===== src/rtl/tinycpu_loader.sv =====
// Program-load and run sequencer for the tiny stack CPU.
// Streams host words into CPU RAM, then releases CPU reset and times the run.
module tinycpu_loader #(
    parameter int AW = 12,
    parameter int DW = 16,
    parameter int CW = 16
) (
    input  logic          clk,
    input  logic          rst_n,
    input  logic          load_start,
    input  logic          abort,
    input  logic          wr_valid,
    input  logic [DW-1:0] wr_data,
    input  logic          wr_last,
    output logic          wr_ready,
    output logic [AW-1:0] ram_addr,
    output logic [DW-1:0] ram_d,
    output logic          ram_load,
    output logic          cpu_rst_n,
    output logic          cpu_run,
    input  logic          cpu_halt,
    output logic          busy,
    output logic          done,
    output logic          err,
    output logic [AW:0]   word_count,
    output logic [CW-1:0] run_cycles
);

    typedef enum logic [2:0] {
        S_IDLE,
        S_LOAD,
        S_ARM,
        S_RUN,
        S_DONE,
        S_ERR
    } state_e;

    state_e        state_q, state_d;
    logic [AW-1:0] addr_q, addr_d;
    logic [AW:0]   wc_q, wc_d;
    logic [CW-1:0] rc_q, rc_d;
    logic          rstn_q, rstn_d;
    logic          run_q, run_d;
    logic          restartable;
    logic          accept;

    assign restartable = (state_q == S_IDLE) || (state_q == S_DONE)
                      || (state_q == S_ERR);

    // An abort in the same cycle suppresses the RAM write.
    assign accept   = (state_q == S_LOAD) && wr_valid && !abort;
    assign wr_ready = (state_q == S_LOAD);
    assign ram_load = accept;
    assign ram_addr = addr_q;
    assign ram_d    = wr_data;

    always_comb begin
        state_d = state_q;
        addr_d  = addr_q;
        wc_d    = wc_q;
        rc_d    = rc_q;
        if (abort) begin
            state_d = S_IDLE;
        end else if (load_start && restartable) begin
            state_d = S_LOAD;
            addr_d  = '0;
            wc_d    = '0;
            rc_d    = '0;
        end else begin
            unique case (state_q)
                S_LOAD: begin
                    if (wr_valid) begin
                        addr_d = addr_q + AW'(1);
                        wc_d   = wc_q + (AW+1)'(1);
                        if (wr_last) begin
                            state_d = S_ARM;
                        end else if (addr_q == '1) begin
                            state_d = S_ERR;
                        end
                    end
                end
                S_ARM: state_d = S_RUN;
                S_RUN: begin
                    if (rc_q != '1) begin
                        rc_d = rc_q + CW'(1);
                    end
                    // run_q marks the first RUN cycle, where halt is ignored.
                    if (cpu_halt && !run_q) begin
                        state_d = S_DONE;
                    end
                end
                default: ;
            endcase
        end
    end

    assign rstn_d = (state_d == S_ARM) || (state_d == S_RUN)
                 || (state_d == S_DONE);
    assign run_d  = (state_q == S_ARM) && (state_d == S_RUN);

    always_ff @(posedge clk or negedge rst_n) begin
        if (!rst_n) begin
            state_q <= S_IDLE;
            addr_q  <= '0;
            wc_q    <= '0;
            rc_q    <= '0;
            rstn_q  <= 1'b0;
            run_q   <= 1'b0;
        end else begin
            state_q <= state_d;
            addr_q  <= addr_d;
            wc_q    <= wc_d;
            rc_q    <= rc_d;
            rstn_q  <= rstn_d;
            run_q   <= run_d;
        end
    end

    assign cpu_rst_n  = rstn_q;
    assign cpu_run    = run_q;
    assign busy       = (state_q == S_LOAD) || (state_q == S_ARM)
                     || (state_q == S_RUN);
    assign done       = (state_q == S_DONE);
    assign err        = (state_q == S_ERR);
    assign word_count = wc_q;
    assign run_cycles = rc_q;

endmodule


===== config.mk =====
export PLATFORM = sky130hd
export DESIGN_NAME = tinycpu_loader
export DESIGN_NICKNAME = d
export VERILOG_FILES = /design/src/rtl/tinycpu_loader.sv
export SDC_FILE = /design/constraint.sdc
export NUM_CORES = 1
export LEC_CHECK = 0
export CELL_PAD_IN_SITES_DETAIL_PLACEMENT = 1
export CELL_PAD_IN_SITES_GLOBAL_PLACEMENT = 2
export CORE_MARGIN = 1
export CORE_UTILIZATION = 29
export DETAILED_ROUTE_END_ITERATION = 16
export GPL_ROUTABILITY_DRIVEN = 0
export HOLD_SLACK_MARGIN = 0.12
export PLACE_DENSITY_LB_ADDON = 0.1
export SLEW_MARGIN = 15
export SYNTH_ARGS = -nofsm -noshare
export SYNTH_HDL_FRONTEND = slang
export SYNTH_SLANG_ARGS = --single-unit

===== constraint.sdc =====
create_clock -name clk -period 5.9 [get_ports clk]
set_clock_uncertainty 0.05 [all_clocks]
set_input_delay 1.18 -clock clk [delete_from_list [all_inputs] [get_ports clk]]
set_output_delay 1.18 -clock clk [all_outputs]
set_load 0.1 [all_outputs]

==> results of run 1 <==
## power groups by stage
| stage | registers, uW | logic, uW | clock network [uW] |
|---|---|---|---|
| global route | 338 | 138 | 209 |
| CTS | 335 | 131 | 201 |
| global placement | 342 | 130 | 0 |
| finish | 335 | 128 | 190 |
| floorplan | 384 | 102 | 0 |
| detailed placement | 341 | 130 | 0 |
## cell usage after synthesis (all sizes together)
library cell / n
mux2i: 9
xor2: 10
inv: 4
or4: 1
a2111oi: 5
nor3: 4
nor4: 3
nand4bb: 1
or3: 1
a22o: 2
nand2b: 1
nand4: 14
buf: 21
a21oi: 4
and3: 4
ha: 3
a31oi: 3
xnor2: 17
nor4b: 3
nor2b: 5
and2: 2
nor2: 39
and4: 4
nand3: 9
a211oi: 8
o211ai: 1
nand2: 29
a311oi: 2
clkbuf: 8
o21ai: 3
dfrtp: 46
## stage by stage
stage / util (%) / cell area [um^2]
2_1_floorplan: - / 2620
3_3_place_gp: 35.8 / 3120
3_5_place_dp: 35.8 / 3120
4_1_cts: 36.7 / 3200
5_1_grt: 36.7 / 3200
6_report: 36.7 / 3200
## layout by cell type (no fill, tap or decap), types with 2 or more instances in the layout
master and instances:
nor2_2 5, a31oi_1 3, nand2_1 29, nand4_1 14, and2_1 2, a211oi_2 7
dfrtp_1 46, clkbuf_8 5, mux2i_1 9, o21ai_0 2, nor4b_1 3, ha_1 3
and4_1 4, clkbuf_1 2, xor2_1 10, and3_1 4, buf_4 4, a21oi_1 4
a2111oi_2 5, nor2b_1 4, a22o_1 2, nor2_1 34, a311oi_1 2, clkdlybuf4s50_1 52
xnor2_1 17, nor3_1 4, nand3_1 9, inv_1 4
## path summary, 6_finish.rpt
path | startpoint | endpoint | slack (ns) | depth (start not counted)
setup / recovery | abort | ram_load | 1.75 | 6
hold / removal | run_cycles[4] | run_cycles[4] | 0.47 | 1
setup reg to reg | state_q[1] | word_count[12] | 3.61 | 4
hold reg to reg | run_cycles[4] | run_cycles[4] | 0.47 | 1
max in group asynchronous | rst_n | run_cycles[7] | 4.46 | 2
min in group asynchronous | rst_n | state_q[1] | 0.92 | 2
## cells by family after synthesis
family	after synthesis	share of synthesized area, %
fa+ha+maj	3	1.43
mux	9	3.44
simple gates	120	23.8
xor+xnor	27	9.02
flops	46	43.9
buf+inv	33	8.21
compound gates	28	10.2
## metal layers
metal	GRT usage [%]	part of all wire, %	vias to the layer above
met1	21.6	51	1000
met3	3.09	3.7	6
li1	-	-	986
met4	3.90	1.0	0
met2	22.3	44	47
met5	0	0	-
## worst max-delay path: cells and delay by family
kind	cells	cell delay, ns
buffers and inverters	4	1.47
AND/OR/NAND/NOR	2	0.26
## cell type report
type	instances	area (um^2)	share of cell area, %
clock buffer	7	76.3	2.39
multi-input combinational	187	1260	39.5
inverter	4	15.0	0.470
tap	108	135	4.23
sequential	46	1150	36.0
timing repair buffer	57	556	17.4
## sequential cells by signal (all words and copies together) (netlist names)
| register | flops |
|---|---|
| ram_addr | 12 |
| cpu_run | 1 |
| word_count | 13 |
| state_q | 3 |
| run_cycles | 16 |
| cpu_rst_n | 1 |
==> results.sh, run 1 <==
export IMPL_status="completed"
export IMPL_cp_data_arrival_time_ns=2.92
export IMPL_p_comb_share_pct=19.6
export IMPL_worst_pin_slew_ns=0.988
export IMPL_drc=0
export IMPL_seq_power_share_pct=51.3
export IMPL_ant_nets=0
export IMPL_overflow=0
export IMPL_ys_warn_count=0
export IMPL_maxSlewHeadroom_pct=33.9
export IMPL_routed_wl_um=6580
export IMPL_wire_per_inst_um=16.1
export IMPL_final_cells=409
export IMPL_grt_pass1_wl_um=11200
export IMPL_cts_resized=0
export IMPL_syn_area_per_cell_um2=9.85
export IMPL_worstSetupEndpointType="primary output"
export IMPL_syn_nets=292
export IMPL_synth_cells=266
export IMPL_power_uw=653
export IMPL_diodes=0
export IMPL_cts_sinks=46
export IMPL_postCtsSetupRepairBufs=0
export IMPL_via_count=2039
export IMPL_netlist_cell_type_count=38
export IMPL_intPower_uw=434
export IMPL_whs_ns=0.475
export IMPL_cpMostUsedCell="buf_4"
export IMPL_fp_dieW_um=97.1
export IMPL_cts_tree="built"
export IMPL_synth_top_area_share_pct=43.9
export IMPL_period_share_pct=70.3
export IMPL_track_usage_pct=14.8
export IMPL_final_hold_violation_count=0
export IMPL_static_leakage_power_uw=0.00126
export IMPL_cts_buffer_depth=2
export IMPL_dieArea_mm2=0.00942
export IMPL_drt_pass1_iter_count=4
export IMPL_row_count=34
export IMPL_slew_viol_final=0
export IMPL_dpl_hpwl_um=4500
export IMPL_path_clk_slew_ns=0.08
export IMPL_drt_iter0_drc=60
export IMPL_switchingPower_uw=219
export IMPL_worstSetupPathType="primary input to primary output"
export IMPL_synth_seq_area_share_pct=43.9
export IMPL_cp_cell_sequence="clkdlybuf4s50_1 -> nor2_1 -> nand3_1 -> buf_4 -> inv_1 -> buf_4"
export IMPL_fin_setup_tns_ns=0
export IMPL_hold_class="flip-flop to flip-flop"
export IMPL_synth_area_leaders="dfrtp_1 44%, xnor2_1 5.7%, nor2_1 4.9%, buf_4 4.6%, nand2_1 4.2%"
export IMPL_cellPowerDensity_mw_per_mm2=204
export IMPL_syn_area_mm2=0.00262
export IMPL_die_h_um=97.1
export IMPL_via_per_inst=4.99
export IMPL_antenna_found_initial=0
export IMPL_nFillCells=996
export IMPL_grt_pass1_vias=2094
export IMPL_start_util_pct=30.1
export IMPL_grt_max_degree=47
export IMPL_fin_ws_ns=1.75
export IMPL_p_clk_share_pct=29.0
export IMPL_insertion_delay_ns=0.30
export IMPL_synth_seq_cells=46
export IMPL_core_area_mm2=0.00872
export IMPL_synth_top_cell_by_area="dfrtp_1"
export IMPL_drv_cap=0
export IMPL_port_buffer_count=54
export IMPL_dp_slack_ns=1.74
export IMPL_root_buffer="clkbuf_8"
export IMPL_crit_slowest_cell="clkdlybuf4s50_1"
export IMPL_rsz0062_at_grt="no"
export IMPL_required_ns=4.67
export IMPL_cts_buffers=5
export IMPL_hold_buffers=0
export IMPL_cp_slowest_stage_delay_ns=0.60
export IMPL_area_growth_syn_to_layout_pct=22.0
export IMPL_ir_drop_v=0.000140
export IMPL_drive_gt1_share_pct=10.3
export IMPL_cp_max_fo=16
export IMPL_power_switching_share_pct=33.6
export IMPL_post_route_min_period_ns=4.15
export IMPL_setup_viol=0
export IMPL_final_nets=327
export IMPL_ios=87
export IMPL_cp_start_kind="primary input"
export IMPL_cts_max_level=2
export IMPL_fmax_ghz=0.241
export IMPL_dp_cells=402
No activity file was read; power rests on OpenSTA's default activity.
==> inputs of run 2 (changes only) <==
--- a/config.mk
+++ b/config.mk
@@ -8,7 +8,7 @@
 export CELL_PAD_IN_SITES_DETAIL_PLACEMENT = 1
 export CELL_PAD_IN_SITES_GLOBAL_PLACEMENT = 2
 export CORE_MARGIN = 1
-export CORE_UTILIZATION = 29
+export CORE_UTILIZATION = 25
 export DETAILED_ROUTE_END_ITERATION = 16
 export GPL_ROUTABILITY_DRIVEN = 0
 export HOLD_SLACK_MARGIN = 0.12
==> constraint.sdc (replaced) <==
create_clock -name clk -period 3.3 [get_ports clk]
set_clock_uncertainty 0.05 [all_clocks]
set_input_delay 0.66 -clock clk [delete_from_list [all_inputs] [get_ports clk]]
set_output_delay 0.66 -clock clk [all_outputs]
set_load 0.1 [all_outputs]
==> results.sh, run 2 (synthesis results as in run 1) <==
export IMPL_status="completed"
export IMPL_critical_path_top_delay_family="buffers and inverters"
export IMPL_cts_sinks=46
export IMPL_cts_tree="built"
export IMPL_track_usage_pct=13.8
export IMPL_post_route_min_period_ns=2.55
export IMPL_largest_reg_flops=16
export IMPL_cp_cell_sequence="clkdlybuf4s50_1 -> nor2_1 -> nand3_1 -> inv_1 -> buf_12"
export IMPL_wl_met1_um=3560
export IMPL_grt_max_degree=31
export IMPL_worstSetupEndpointType="primary output"
export IMPL_root_buffer="clkbuf_8"
export IMPL_ios=87
export IMPL_hold_class="primary input to asynchronous set/reset pin"
export IMPL_power_uw=1210
export IMPL_drc=0
export IMPL_cp_data_arrival_time_ns=1.84
export IMPL_required_ns=2.59
export IMPL_cp_max_fo=7
export IMPL_worstSetupPathType="primary input to primary output"
export IMPL_via_count=2071
export IMPL_grt_pass1_vias=2134
export IMPL_crit_slowest_cell="clkdlybuf4s50_1"
export IMPL_maxSlewHeadroom_pct=60.3
export IMPL_hold_buffers=0
export IMPL_wire_per_inst_um=15.9
export IMPL_cellPowerDensity_mw_per_mm2=382
export IMPL_cp_start_kind="primary input"
export IMPL_antenna_found_initial=0
export IMPL_dieArea_mm2=0.0109
export IMPL_setup_viol=0
export IMPL_core_area_mm2=0.0102
export IMPL_via_per_inst=4.70
export IMPL_die_h_um=104
export IMPL_dpl_hpwl_um=5050
export IMPL_static_leakage_power_uw=0.00139
export IMPL_cts_max_level=2
export IMPL_path_clk_slew_ns=0.09
export IMPL_area_growth_syn_to_layout_pct=20.9
export IMPL_ir_drop_v=0.000153
export IMPL_insertion_delay_ns=0.30
export IMPL_start_util_pct=25.6
export IMPL_wl_met3_um=305
export IMPL_slew_viol_final=0
export IMPL_rsz0062_at_grt="no"
export IMPL_fmax_ghz=0.392
export IMPL_overflow=0
export IMPL_final_nets=330
export IMPL_cp_slowest_stage_delay_ns=0.53
export IMPL_cts_buffers=5
export IMPL_cts_buffer_depth=2
export IMPL_drive_gt1_share_pct=27.5
export IMPL_dr_wl_met2_um=3130
export IMPL_drt_iter0_drc=80
export IMPL_final_common_cell="buf_4"
export IMPL_port_buffer_count=54
export IMPL_grt_pass1_wl_um=12000
export IMPL_ant_nets=0
export IMPL_diodes=0
export IMPL_final_hold_violation_count=0
export IMPL_row_count=37
export IMPL_cp_num_buf_inv=3
export IMPL_fp_dieW_um=104
export IMPL_layout_common_cells="53 x buf_4, 46 x dfrtp_1, 34 x nor2_1, 29 x nand2_1, 17 x xnor2_1"
export IMPL_drt_pass1_iter_count=4
export IMPL_period_share_pct=77.3
export IMPL_top_layer_used="met4"
export IMPL_cts_resized=0
export IMPL_worst_pin_slew_ns=0.591
export IMPL_postCtsSetupRepairBufs=0
export IMPL_fin_setup_tns_ns=0
export IMPL_drv_cap=0
export IMPL_routed_wl_um=7030
## run 2: cell count changes in the layout (fill, tap and decap cells not counted), sizes merged
cell / change
buf: +50
clkbuf: -1
clkdlybuf4s50: -47
clkinv: +1
clkinvlp: +1
## run 2: cell type report
cell class | instances | area (um^2)
clock buffer | 6 | 82.6
multi-input combinational | 187 | 1260
timing repair buffer | 60 | 473
inverter | 4 | 15.0
fill | 1177 | 7060
sequential | 46 | 1150
tap | 136 | 170
clock inverter | 2 | 12.5
## run 2: worst paths after layout
check / start / end / slack [ns] / depth (start not counted)
worst max-delay path: abort / ram_load / 0.75 / 5
worst min-delay path: rst_n / run_cycles[8] / 0.25 / 1
worst max register to register: run_cycles[0] / run_cycles[3] / 0.97 / 6
worst min register to register: run_cycles[4] / run_cycles[4] / 0.49 / 1
max in group asynchronous: rst_n / ram_addr[8] / 2.20 / 2
min in group clk: run_cycles[4] / run_cycles[4] / 0.49 / 1
## run 2: power breakdown
group	switching, uW	internal [uW]
Clock	211	169
Sequential	25.0	576
Combinational	179	51.4
## run 2: per-stage QoR
step | instances | hold slack, ns | worst slack, ns | util [%] | area [um^2]
4_1_cts | 441 | 0.255 | 0.708 | 31.0 | 3170
3_5_place_dp | 433 | 0.484 | 0.446 | 30.0 | 3070
2_1_floorplan | 266 | 0.314 | 0.246 | - | 2620
6_report | 441 | 0.245 | 0.750 | 31.0 | 3170
3_3_place_gp | 433 | 0.486 | 0.458 | 30.0 | 3070
5_1_grt | 441 | 0.254 | 0.620 | 31.0 | 3170
## run 2: worst reg2reg max path, stage by stage (launching register included)
cell and delay [ns]:
dfrtp_1 0.45, ha_1 0.24, nand4_1 0.22, nor4_2 0.61, nor2_1 0.25, and4_1 0.28
mux2i_1 0.12
## run 2: routing by layer
layer  vias to the layer above  track usage (%)
met5                         -                0
met4                         0             2.76
met3                         4             3.20
met2                        45             20.8
met1                      1036             20.0
li1                        986                -
==> inputs of run 3 (changes only) <==
==> constraint.sdc (replaced) <==
create_clock -name clk -period 2.25 [get_ports clk]
set_clock_uncertainty 0.05 [all_clocks]
set_input_delay 0.45 -clock clk [delete_from_list [all_inputs] [get_ports clk]]
set_output_delay 0.45 -clock clk [all_outputs]
set_load 0.1 [all_outputs]
==> results.sh, run 3 (synthesis results as in run 1) <==
export IMPL_status="completed"
export IMPL_overflow=0
export IMPL_drt_iter0_drc=41
export IMPL_cp_max_fo=8
export IMPL_ir_drop_v=0.000261
export IMPL_start_util_pct=25.6
export IMPL_worstSetupPathType="primary input to primary output"
export IMPL_power_uw=1810
export IMPL_wire_per_inst_um=15.7
export IMPL_dpl_hpwl_um=5240
export IMPL_static_leakage_power_uw=0.00146
export IMPL_root_buffer="clkbuf_8"
export IMPL_worstSetupEndpointType="primary output"
export IMPL_grt_max_degree=36
export IMPL_track_usage_pct=14.1
export IMPL_postCtsSetupRepairBufs=0
export IMPL_worst_pin_slew_ns=0.382
export IMPL_cp_data_arrival_time_ns=1.64
export IMPL_cellPowerDensity_mw_per_mm2=530
export IMPL_grt_busiest_layer="met2"
export IMPL_ios=87
export IMPL_dpl_cell_area_mm2=0.00329
export IMPL_via_count=2127
export IMPL_maxSlewHeadroom_pct=74.5
export IMPL_layout_common_cells="65 x buf_4, 32 x nor2_1, 30 x dfrtp_1, 29 x nand2_1, 17 x xnor2_1"
export IMPL_antenna_found_initial=0
export IMPL_fmax_ghz=0.468
export IMPL_cp_startpoint="abort"
export IMPL_diodes=0
export IMPL_final_hold_violation_count=0
export IMPL_period_share_pct=94.9
export IMPL_final_common_cell="buf_4"
export IMPL_slew_viol_final=0
export IMPL_hold_class="flip-flop to flip-flop"
export IMPL_fin_setup_tns_ns=0
export IMPL_dp_cells=450
export IMPL_use_met1_pct=20.1
export IMPL_routed_wl_um=7220
export IMPL_cts_buffers=5
export IMPL_met3_usage_pct=3.45
export IMPL_cts_sinks=46
export IMPL_core_area_mm2=0.0102
export IMPL_post_route_min_period_ns=2.14
export IMPL_grt_pass1_vias=2233
export IMPL_final_cells=459
export IMPL_area_growth_syn_to_layout_pct=30.0
export IMPL_required_ns=1.75
export IMPL_port_buffer_count=54
export IMPL_fin_ws_ns=0.114
export IMPL_cp_start_kind="primary input"
export IMPL_fp_dieW_um=104
export IMPL_hp_start="run_cycles[7]"
export IMPL_path_clk_slew_ns=0.09
export IMPL_drc=0
export IMPL_insertion_delay_ns=0.30
export IMPL_cts_buffer_depth=2
export IMPL_dp_slack_ns=-0.208
export IMPL_via_per_inst=4.63
export IMPL_use_met2_pct=21.1
export IMPL_cts_max_level=2
export IMPL_drive_gt1_share_pct=37.8
export IMPL_rsz0062_at_grt="no"
export IMPL_die_h_um=104
export IMPL_cts_tree="built"
export IMPL_final_area_mm2=0.00341
export IMPL_final_nets=348
export IMPL_setup_viol=0
export IMPL_row_count=37
export IMPL_grt_pass1_wl_um=12300
export IMPL_drv_cap=0
export IMPL_dieArea_mm2=0.0109
export IMPL_ant_nets=0
export IMPL_drt_pass1_iter_count=3
export IMPL_reg2reg_from="run_cycles[0]"
export IMPL_largest_reg_flops=16
run 3: cell count changes in the layout (fill, tap and decap cells not counted), sizes merged:
cell	change
clkinvlp	-1
clkbuf	+1
dlygate4sd3	+1
buf	+17
run 3: timing repair:
| action | in CTS | in global routing |
|---|---|---|
| hold buffers | 1 | 0 |
| resized for setup | 2 | 3 |
| setup endpoints to repair | 1 | 2 |
| hold endpoints to repair | 11 | 0 |
| pin swaps | 0 | 0 |
run 3: where the power goes:
part           internal (uW)  switching (uW)  total [uW]
combinational            104             278         382
sequential               846            28.6         875
clock                    249             302         551
total                   1200             608        1810
run 3: per-layer routing:
metal / up-vias / part of all wire [%]
li1: 1024 / -
met1: 1051 / 51
met2: 44 / 44
met3: 8 / 4.3
met4: 0 / 0.82
met5: - / 0
run 3: path summary, 6_finish.rpt:
| kind | end | slack, ns | cells past startpoint |
|---|---|---|---|
| min reg2reg | run_cycles[7] | 0.46 | 1 |
| max in group asynchronous | run_cycles[0] | 1.08 | 3 |
| min | run_cycles[7] | 0.46 | 1 |
| max | ram_load | 0.11 | 6 |
| max reg2reg | run_cycles[15] | 0.29 | 8 |
| min in group asynchronous | run_cycles[10] | 0.53 | 2 |
run 3: layout make-up:
class	instances	area, um^2
multi-input cells	187	1280
well taps	136	170
fillers	1193	6820
clock buffers	7	86.3
flip-flops and latches	46	1180
inverters	4	17.5
repair buffers	78	673
clock inverters	1	5.00
run 3: critical path: stages:
cell	delay (ns)
clkdlybuf4s50_1	0.44
buf_4	0.19
nor2_2	0.10
nand3_2	0.16
inv_4	0.12
buf_12	0.17
run 3: stage by stage:
step | hold WS, ns | util (%)
finish | 0.459 | 33.3
detailed placement | 0.339 | 32.2
floorplan | 0.104 | -
global route | 0.482 | 33.3
CTS | 0.465 | 33.2
global placement | 0.338 | 32.2
